## config.mk

```make
export PLATFORM = sky130hd
export DESIGN_NAME = lifo_stack
export DESIGN_NICKNAME = d
export VERILOG_FILES = /design/src/rtl/lifo_stack_pkg.sv /design/src/rtl/lifo_stack_mem.sv /design/src/rtl/lifo_stack.sv
export SDC_FILE = /design/constraint.sdc
export NUM_CORES = 1
export LEC_CHECK = 0
export ABC_AREA = 1
export BUFFER_PORTS_ARGS = -buffer_cell sky130_fd_sc_hd__buf_2
export CORE_ASPECT_RATIO = 1.25
export CORE_MARGIN = 1
export CORE_UTILIZATION = 43
export DETAILED_ROUTE_END_ITERATION = 10
export HOLD_SLACK_MARGIN = 0.05
export PLACE_DENSITY = 0.65
export SYNTH_ARGS = -nofsm -noshare
export SYNTH_HDL_FRONTEND = slang
export SYNTH_SLANG_ARGS = --single-unit
```

## constraint.sdc

```tcl
create_clock -name Clk -period 4.3 [get_ports Clk]
set_input_delay 0.43 -clock Clk [delete_from_list [all_inputs] [get_ports Clk]]
set_output_delay 0.43 -clock Clk [all_outputs]
set_load 0.01 [all_outputs]
```

## src/rtl/lifo_stack_pkg.sv

```systemverilog
// Shared types for the parametrised LIFO stack: operation encoding and
// the width helper used to size the occupancy count.
package lifo_stack_pkg;

  typedef enum logic [2:0] {
    OP_NONE,
    OP_PUSH,
    OP_POP,
    OP_REPLACE,
    OP_CLEAR
  } op_e;

  // Bits needed to hold every value 0..depth inclusive.
  function automatic int count_width(input int depth);
    return $clog2(depth + 1);
  endfunction

endpackage

```

## src/rtl/lifo_stack_mem.sv

```systemverilog
// Register-array storage for the stack: one synchronous write port and one
// asynchronous read port. Contents are deliberately left unreset.
module lifo_stack_mem #(
  parameter int WIDTH = 8,
  parameter int DEPTH = 16,
  parameter int AW    = $clog2(DEPTH)
) (
  input  logic             clk,
  input  logic             we,
  input  logic [AW-1:0]    waddr,
  input  logic [WIDTH-1:0] wdata,
  input  logic [AW-1:0]    raddr,
  output logic [WIDTH-1:0] rdata
);

  logic [WIDTH-1:0] mem_q [DEPTH];

  always_ff @(posedge clk) begin
    if (we) begin
      mem_q[waddr] <= wdata;
    end
  end

  assign rdata = mem_q[raddr];

endmodule

```

## src/rtl/lifo_stack.sv

```systemverilog
// Parametrised LIFO stack with peek output, same-cycle replace of the top,
// sticky overflow/underflow flags, occupancy count and synchronous clear.
module lifo_stack
  import lifo_stack_pkg::*;
#(
  parameter  int WIDTH    = 8,
  parameter  int DEPTH    = 16,
  parameter  int AF_LEVEL = DEPTH - 2,
  localparam int CW       = count_width(DEPTH)
) (
  input  logic             Clk,
  input  logic             Rst,
  input  logic             push,
  input  logic             pop,
  input  logic             clear,
  input  logic [WIDTH-1:0] data_i,
  output logic [WIDTH-1:0] data_o,
  output logic             empty,
  output logic             full,
  output logic             almost_full,
  output logic [CW-1:0]    count,
  output logic             overflow,
  output logic             underflow
);

  localparam int AW = $clog2(DEPTH);

  op_e              op;
  logic [CW-1:0]    count_q, count_d;
  logic             overflow_q, overflow_d;
  logic             underflow_q, underflow_d;
  logic             we;
  logic [AW-1:0]    waddr;
  logic [AW-1:0]    top_addr;
  logic [WIDTH-1:0] rdata;
  logic             is_empty;
  logic             is_full;

  assign is_empty = (count_q == '0);
  assign is_full  = (count_q == CW'(DEPTH));
  assign top_addr = AW'(count_q - CW'(1));

  // A push+pop on an empty stack has no top to replace, so it decays to a push.
  always_comb begin
    op = OP_NONE;
    if (clear) begin
      op = OP_CLEAR;
    end else if (push && pop && !is_empty) begin
      op = OP_REPLACE;
    end else if (push) begin
      op = OP_PUSH;
    end else if (pop) begin
      op = OP_POP;
    end
  end

  always_comb begin
    count_d     = count_q;
    overflow_d  = overflow_q;
    underflow_d = underflow_q;
    we          = 1'b0;
    waddr       = AW'(count_q);
    case (op)
      OP_CLEAR: begin
        count_d     = '0;
        overflow_d  = 1'b0;
        underflow_d = 1'b0;
      end
      OP_REPLACE: begin
        we    = 1'b1;
        waddr = top_addr;
      end
      OP_PUSH: begin
        if (is_full) begin
          overflow_d = 1'b1;
        end else begin
          we      = 1'b1;
          count_d = count_q + CW'(1);
        end
      end
      OP_POP: begin
        if (is_empty) begin
          underflow_d = 1'b1;
        end else begin
          count_d = count_q - CW'(1);
        end
      end
      default: ;
    endcase
  end

  always_ff @(posedge Clk or negedge Rst) begin
    if (!Rst) begin
      count_q     <= '0;
      overflow_q  <= 1'b0;
      underflow_q <= 1'b0;
    end else begin
      count_q     <= count_d;
      overflow_q  <= overflow_d;
      underflow_q <= underflow_d;
    end
  end

  lifo_stack_mem #(
    .WIDTH (WIDTH),
    .DEPTH (DEPTH),
    .AW    (AW)
  ) u_mem (
    .clk   (Clk),
    .we    (we),
    .waddr (waddr),
    .wdata (data_i),
    .raddr (top_addr),
    .rdata (rdata)
  );

  // Outputs depend only on registered state; the read port is masked when empty.
  assign data_o      = is_empty ? '0 : rdata;
  assign empty       = is_empty;
  assign full        = is_full;
  assign almost_full = (count_q >= CW'(AF_LEVEL));
  assign count       = count_q;
  assign overflow    = overflow_q;
  assign underflow   = underflow_q;

endmodule

```

==> metrics.txt, run 1 <==
status completed; DP Wirelength 9240 um; max cap viols 0; Area contributors post-synth edfxtp_1 (64%), nand2_1 (12%), nand3_1 (8.6%); Worst Tran Pin Value 0.808 ns; io pins 31; vias post-DR 4228; DR vias/cell roughly 5.5; num rows between 40 and 50; Port Buf Inserts 30; synth cell count leaders nand2_1 (184), edfxtp_1 (128), nand3_1 (103), nor2_1 (28), a21oi_1 (24); critical path's slowest cell inv_2; worst reg-to-reg setup slack about 1.1 ns; drt wl/cell 18.8 um; Clock Latency Late Sink 0.41 ns; Tcrit/Tclk final 81.9%; Setup crit start count[0]; core area 13400 um^2; Reg2Reg Launch Point count[0]; CTS tree built; Worst Path Required 3.87 ns; arrival time at the worst endpoint 3.09 ns; startpoint types flip-flop; 1st-iter DRT viols 394; Worst Setup EP data_o[5]; DRT Pass-1 Iters 4; Seq/Total Area, Yosys 67.1%; crit-path max cell delay 0.45 ns; most common flop cell mapped by yosys edfxtp_1; setup TNS 0 ns; crit-path max FO 39; peak supply drop around 440 uV; Syn Nets 571; total CTS buffers 17; mean post-synth cell area 10.8 um^2; clk slew on worst S/H paths 0.06 ns; Pwr per Cell Area ~640 nW/um^2; fmax roughly 280 MHz; # DRC 0; Final Non-Filler Cells around 760; total gr overflow 0; Critical Path Sink Type primary output; Setup Skew 0.00905 ns; Horiz. Die Dim 108 um; antenna cells 0; antenna-violating nets left 0; initial core utilization around 45%; Inst Count DP 731; GPL Wtd Cong between 0.9 and 1; Slew Limit Fails 0; R2R cell count 8; critical-path cell list inv_2, ha_1, inv_1, buf_4, nand3_1, nand3_1, nand2_1, a21oi_1, nor2_1, buf_2; setup repair after global routing missed its margin no; Fillers 1170; final net count 597; Pleak 2.59 nW; Post-synth EDFFs 128; Synth Instances 554; YS warnings 0; most common cell in the netlist nand2_1; Area Overhead vs Synth 13.3%; Final Hold Vio Count 0; worst reg2reg endpoint u_mem.mem_q[3][5]; die area 14400 um^2; layout cells sized above 1 15.9%; setup violators final 0; Synth cell types 27; largest net degree at the start of global routing 71; clock tree buffer depth 2; Max-Slew Margin vs Limit 45.9%; chip height 134 um; Hold Crit Class input pin to async pin; Mapped Area approximately 6000 um^2; vias in the first global route 4080; initial antenna violation count 0; H-tree levels 4; Final Critical Period 3.52 ns; CP dominant cell by count nand3_1; final core occ 50.6%; post_cts resized 0; clk sinks 135; Routed WL between 10000 and 15000 um; GRT Util Overall approximately 21%; Crit Path Class flip-flop to primary output; Yosys reg bits 135; cell accounting for the most synthesized area edfxtp_1; Async SR Flop Fraction 5.19%; clock root buffer clkbuf_16; first-pass GRT wire length about 23000 um; share of the synthesized area in the top cell type between 60% and 70%
[kinds of logic after synthesis]
group,Yosys count,share of synthesized area [%]
compound gates,30,2.67
xor+xnor,1,0.146
fa+ha+maj,4,0.835
buf+inv,44,3.70
flops,135,67.1
simple gates,340,25.6
[per-stage QoR]
step           setup slack, ns  hold slack [ns]  instance area [um^2]  total power [mW]
2_1_floorplan             1.69            0.134                  5990              2.56
3_3_place_gp              1.22            0.278                  6230              2.96
3_5_place_dp              1.15            0.287                  6230              2.97
4_1_cts                  0.776            0.385                  6790              4.32
5_1_grt                  0.569            0.399                  6790              4.51
6_report                 0.778            0.386                  6790              4.31
[timing repair]
| action | CTS | global route |
|---|---|---|
| hold buffers | 1 | 0 |
| setup buffers | 0 | 0 |
| endpoints found under the hold margin | 7 | 0 |
[area by class of cell]
type / instances / area (um^2) / share of cell area [%]
Clock buffer: 17 / 425 / 6.27
Tap cell: 171 / 214 / 3.15
Clock inverter: 15 / 126 / 1.86
Timing Repair Buffer: 35 / 190 / 2.80
Inverter: 16 / 60.1 / 0.885
Sequential cell: 135 / 4020 / 59.2
Multi-Input combinational cell: 375 / 1750 / 25.8
[worst max-delay path: cells and delay by family, from the launching register on]
| kind | cells | cell delay [ns] |
|---|---|---|
| AO/OA/AOI/OAI | 1 | 0.18 |
| adder cells (fa/ha/maj) | 1 | 0.35 |
| AND/OR/NAND/NOR | 4 | 0.34 |
| buffers and inverters | 4 | 1.40 |
| flip-flops | 1 | 0.40 |
[layout by cell type, fill, tap and decap left out]
cell and n:
a21oi_1 24, buf_2 30, buf_4 4, bufinv_16 1
clkbuf_16 17, clkinv_1 2, clkinv_2 3, clkinv_4 1
clkinvlp_4 4, dfrtp_1 6, dfrtp_2 1, dlygate4sd3_1 1
edfxtp_1 128, ha_1 4, inv_1 7, inv_2 9
inv_6 4, nand2_1 184, nand2_2 5, nand2_4 1
nand3_1 103, nand3_2 5, nand3_4 2, nand4_1 7
nor2_1 28, nor2_2 2, nor2_4 2, nor3_4 1
o21ai_0 2, o21ai_1 1, o21ai_2 2, o31ai_1 1
xor2_1 1
[flip-flops by register name, summed over array words and instances, names as in the netlist]
signal       flops
count            5
underflow        1
u_mem.mem_q    128
overflow         1
[worst min-delay path by stage]
stage                     start        to  slack (ns)  depth (start not counted)
final                       Rst  count[2]        0.39                          2
after detailed placement    Rst  count[3]        0.29                          1
after floorplan             Rst  count[0]        0.13                          0
after global placement      Rst  count[3]        0.28                          1
after CTS                   Rst  count[3]        0.38                          2
after global routing        Rst  count[3]        0.40                          2
[power breakdown]
part | switching (mW) | total, mW | internal (mW)
sequential | 0.0355 | 1.53 | 1.49
clock | 0.555 | 1.35 | 0.794
combinational | 1.02 | 1.44 | 0.416
[per-layer routing]
layer	global-route usage, %	wire length (um)	up-vias
met5	0	0	-
met4	10.4	420	0
met3	3.94	832	30
met2	34.0	7010	165
met1	28.3	6090	2049
li1	-	-	1984
No activity file was read; power rests on OpenSTA's default activity.
==> run 2, diff against run 1 <==
- PLACE_DENSITY: 0.65 -> 0.68
- clock period: 4.3 -> 3.02 ns (I/O delays scaled with it)
==> metrics.txt, run 2 (synthesized netlist as in run 1, its figures left out) <==
DP Wirelength 9740 um; layout cells sized above 1 16.8%; Biggest register u_mem.mem_q; Final Hold Vio Count 0; clock share of power around 31%; Area after DPL 6310 um^2; H-tree levels 4; max cap viols 0; Port Buf Inserts 30; core area 13400 um^2; die area 14400 um^2; Setup crit start count[0]; CTS Hold Bufs 1; most common cell after layout, fill and taps aside nand2_1; peak supply drop around 510 uV; R2R cell count 8; Pwr per Cell Area 910 nW/um^2; Horiz. Die Dim around 110 um; P_sw ~2.3 mW; initial core utilization 44.7%; setup violators final 0; status completed; worst hold slack 0.258 ns; Worst Tran Pin Value 0.754 ns; Reg2Reg Launch Point count[0]; worst reg-to-reg setup slack 0.44 ns; largest net degree at the start of global routing 71; flip-flop and latch area roughly 4000 um^2; startpoint types flip-flop; initial antenna violation count 0; Clock Latency Late Sink between 0.4 and 0.5 ns; 1st-iter DRT viols 431; Slew Limit Fails 0; clock root buffer clkbuf_16; Hold Crit Class input pin to async pin; first-pass GRT wire length ~23000 um; Routed WL 14800 um; CTS tree built; clk sinks 135; GPL Wtd Cong 0.871; Non-Filler Cell Area, Final 6880 um^2; setup TNS 0 ns; Max-Slew Margin vs Limit between 40% and 50%; Pleak about 2.7 nW; Post-CTS Setup Inserts 0; sequential share of power 34.4%; num rows 47; Fillers 1153; antenna cells 0; Crit Path Class flip-flop to primary output; Setup Skew 0.00838 ns; worst reg2reg endpoint u_mem.mem_q[14][2]; post_cts resized 0; setup repair after global routing missed its margin no; clk slew on worst S/H paths 0.06 ns; io pins 31; cell internal pwr between 3 and 4 mW; GRT Util Overall between 20% and 30%; crit-path max FO 43; vias in the first global route ~4300; DRT Pass-1 Iters 7; chip height 134 um; final net count 606; drt wl/cell 19.2 um; Worst Setup EP data_o[6]; fmax between 300 and 400 MHz; total gr overflow 0; clock tree buffer depth 2; most frequent cells in the layout nand2_1 (184), edfxtp_1 (128), nand3_1 (103), buf_2 (30), nor2_1 (28); arrival time at the worst endpoint roughly 2.5 ns; Multi-input gate area 1750 um^2; Worst Path Required 2.72 ns; combinational power share between 30% and 40%; Tcrit/Tclk final 93.0%; antenna-violating nets left 0; # DRC 0; Final Critical Period between 2 and 3 ns; Critical Path Sink Type primary output; Largest register FFs 128; Area Overhead vs Synth 14.8%; total CTS buffers 17; DR vias/cell between 5 and 6; vias post-DR 4370; Net Sw Frac 36.6%
## run 2: per-layer routing
metal	up-vias	part of all wire, %	track usage [%]
li1	1998	-	-
met1	2094	38	26.9
met2	210	49	35.6
met3	68	5.8	4.42
met4	0	6.6	16.4
met5	-	0	0
## run 2: power groups by stage
stage	Sequential [mW]	Clock (mW)	Combinational, mW
after floorplan	2.20	0	1.44
after global placement	2.19	0	2.11
after detailed placement	2.19	0	2.12
after CTS	2.16	1.96	2.14
after global routing	2.16	2.04	2.37
final	2.16	1.95	2.16
## run 2: cell type report
class / count / share of cell area [%]
multi-input combinational: 375 / 25.5
sequential: 135 / 58.4
tap: 171 / 3.11
clock inverter: 13 / 1.91
clock buffer: 19 / 6.29
timing repair buffer: 44 / 3.93
inverter: 16 / 0.873
## run 2: worst min-delay path by stage
| stage | from | slack (ns) | end |
|---|---|---|---|
| 5_1_grt | Rst | 0.28 | underflow |
| 3_3_place_gp | Rst | 0.15 | count[1] |
| 6_report | Rst | 0.26 | count[3] |
| 2_1_floorplan | Rst | 0.006 | count[0] |
| 3_5_place_dp | Rst | 0.16 | count[1] |
| 4_1_cts | Rst | 0.26 | underflow |
## run 2: through the flow
stage | instances | total power, mW | utilization, % | setup WS [ns]
final | 773 | 6.26 | 51.3 | 0.211
after global routing | 773 | 6.58 | 51.3 | 0.0757
after CTS | 773 | 6.26 | 51.3 | 0.222
after detailed placement | 740 | 4.32 | 47.0 | 0.457
after global placement | 740 | 4.30 | 47.0 | 0.537
after floorplan | 554 | 3.64 | - | 0.505
## run 2: critical path, stage by stage, from the launching register on
cell and delay (ns):
dfrtp_2 0.40, inv_2 0.08, buf_4 0.40, buf_4 0.36, nand2_1 0.10, nand3_1 0.12
nand3_1 0.10, nand3_1 0.13, nand2_1 0.06, nor2_1 0.16, buf_2 0.16
==> run 3, diff against run 2 <==
- RECOVER_POWER: unset -> 50
==> metrics.txt, run 3 (synthesized netlist as in run 1, its figures left out) <==
Max-Slew Margin vs Limit 32.2%; H-tree levels 4; num rows 47; first-pass GRT wire length 23200 um; io pins 31; Worst Tran Pin Value just over 1 ns; GRT Util Overall 22.4%; clock root buffer clkbuf_16; max cap viols 0; chip height about 130 um; crit-path max FO 43; crit-path max cell delay 0.40 ns; DP Wirelength 9740 um; Fillers around 1200; fin worst setup slack around 0.22 ns; DR vias/cell 5.58; most frequent cells in the layout nand2_1 (185), edfxtp_1 (128), nand3_1 (103), nor2_1 (28), a21oi_1 (24); startpoint types flip-flop; status completed; Area Overhead vs Synth 14.4%; 1st-iter DRT viols 394; GPL Wtd Cong 0.871; CTS tree built; post_cts resized 0; Tcrit/Tclk final between 90% and 100%; Final Critical Period between 2 and 3 ns; pre-CTS WS ~0.46 ns; Crit Path Class flip-flop to primary output; DRT Pass-1 Iters 6; vias in the first global route between 4000 and 5000; fmax 357 MHz; Largest register FFs 128; Port Buf Inserts 30; vias post-DR 4312; total CTS buffers 17; most common cell after layout, fill and taps aside nand2_1; Clock Latency Late Sink ~0.41 ns; critical path's slowest cell dfrtp_2; critical-path cell list inv_2, buf_4, buf_4, nand2_1, nand3_1, nand3_1, nand3_1, nand2_1, nor2_1, buf_2; final net count between 600 and 700; total gr overflow 0; Area after DPL 6310 um^2; Pleak 2.60 nW; core area 13400 um^2; clk slew on worst S/H paths 0.06 ns; arrival time at the worst endpoint roughly 2.5 ns; CP dominant cell by count nand3_1; drt wl/cell between 15 and 20 um; antenna cells 0; Setup Skew around 0.0075 ns; setup violators final 0; peak supply drop 495 uV; Biggest register u_mem.mem_q; setup TNS 0 ns; Horiz. Die Dim 108 um; Slew Limit Fails 0; Final Hold Vio Count 0; antenna-violating nets left 0; Routed WL 14900 um; worst hold slack 0.271 ns; clk sinks 135; clock tree buffer depth 2; # DRC 0; die area between 10000 and 15000 um^2; initial core utilization 44.7%; Pwr per Cell Area 913 nW/um^2; Non-Filler Cell Area, Final 6860 um^2; largest net degree at the start of global routing between 70 and 80; Worst Path Required roughly 2.7 ns; layout cells sized above 1 between 10% and 20%; Critical Path Sink Type primary output; initial antenna violation count 0; setup repair after global routing missed its margin no; Hold Crit Class input pin to flip-flop
run 3: changes by cell type in the layout (fill, tap and decap cells not counted), sizes merged:
cell,change
clkbuf,+15
buf,-15
run 3: path summary, 6_finish.rpt:
kind	start	end	slack (ns)	cells past startpoint
max reg2reg	count[3]	u_mem.mem_q[14][2]	0.42	7
min reg2reg	overflow	overflow	0.51	2
min	push	underflow	0.27	4
max	count[0]	data_o[0]	0.22	10
min in group asynchronous	Rst	count[3]	0.34	2
max in group asynchronous	Rst	count[0]	2.34	2
run 3: worst max-delay path, delay by kind of cell, from the launching register on:
kind	cells	cell delay [ns]
buffers and inverters	4	1.00
and+or+nand+nor	6	0.68
DFF	1	0.40
run 3: power by group:
group	switching (mW)	internal (mW)	total, mW	leakage [nW]
registers	0.0339	2.12	2.16	1.25
logic	1.52	0.631	2.15	1.09
clock network	0.744	1.21	1.95	0.268
total	2.30	3.96	6.26	2.60
run 3: timing repair:
| action | CTS | global route |
|---|---|---|
| hold buffers | 1 | 0 |
| endpoints found under the hold margin | 7 | 0 |
| setup buffers | 0 | 0 |
run 3: cell type report:
cell class	instances	area, um^2	area share [%]
clock buffer	19	433	6.32
clock inverter	13	131	1.92
inverter	16	60.1	0.876
multi-input combinational	375	1750	25.5
sequential	135	4020	58.6
tap	171	214	3.12
timing repair buffer	44	246	3.60
run 3: metal layers:
metal	global-route usage, %	wire [um]	vias up
li1	-	-	1998
met1	26.9	5840	2050
met2	35.6	7310	201
met3	4.42	763	63
met4	16.4	958	0
met5	0	0	-
run 3: stage by stage:
stage | cells | util [%] | total power, mW
after detailed placement | 740 | 47.0 | 4.32
after floorplan | 554 | - | 3.64
after global routing | 773 | 51.1 | 6.56
after CTS | 773 | 51.3 | 6.26
after global placement | 740 | 47.0 | 4.30
final | 773 | 51.1 | 6.26
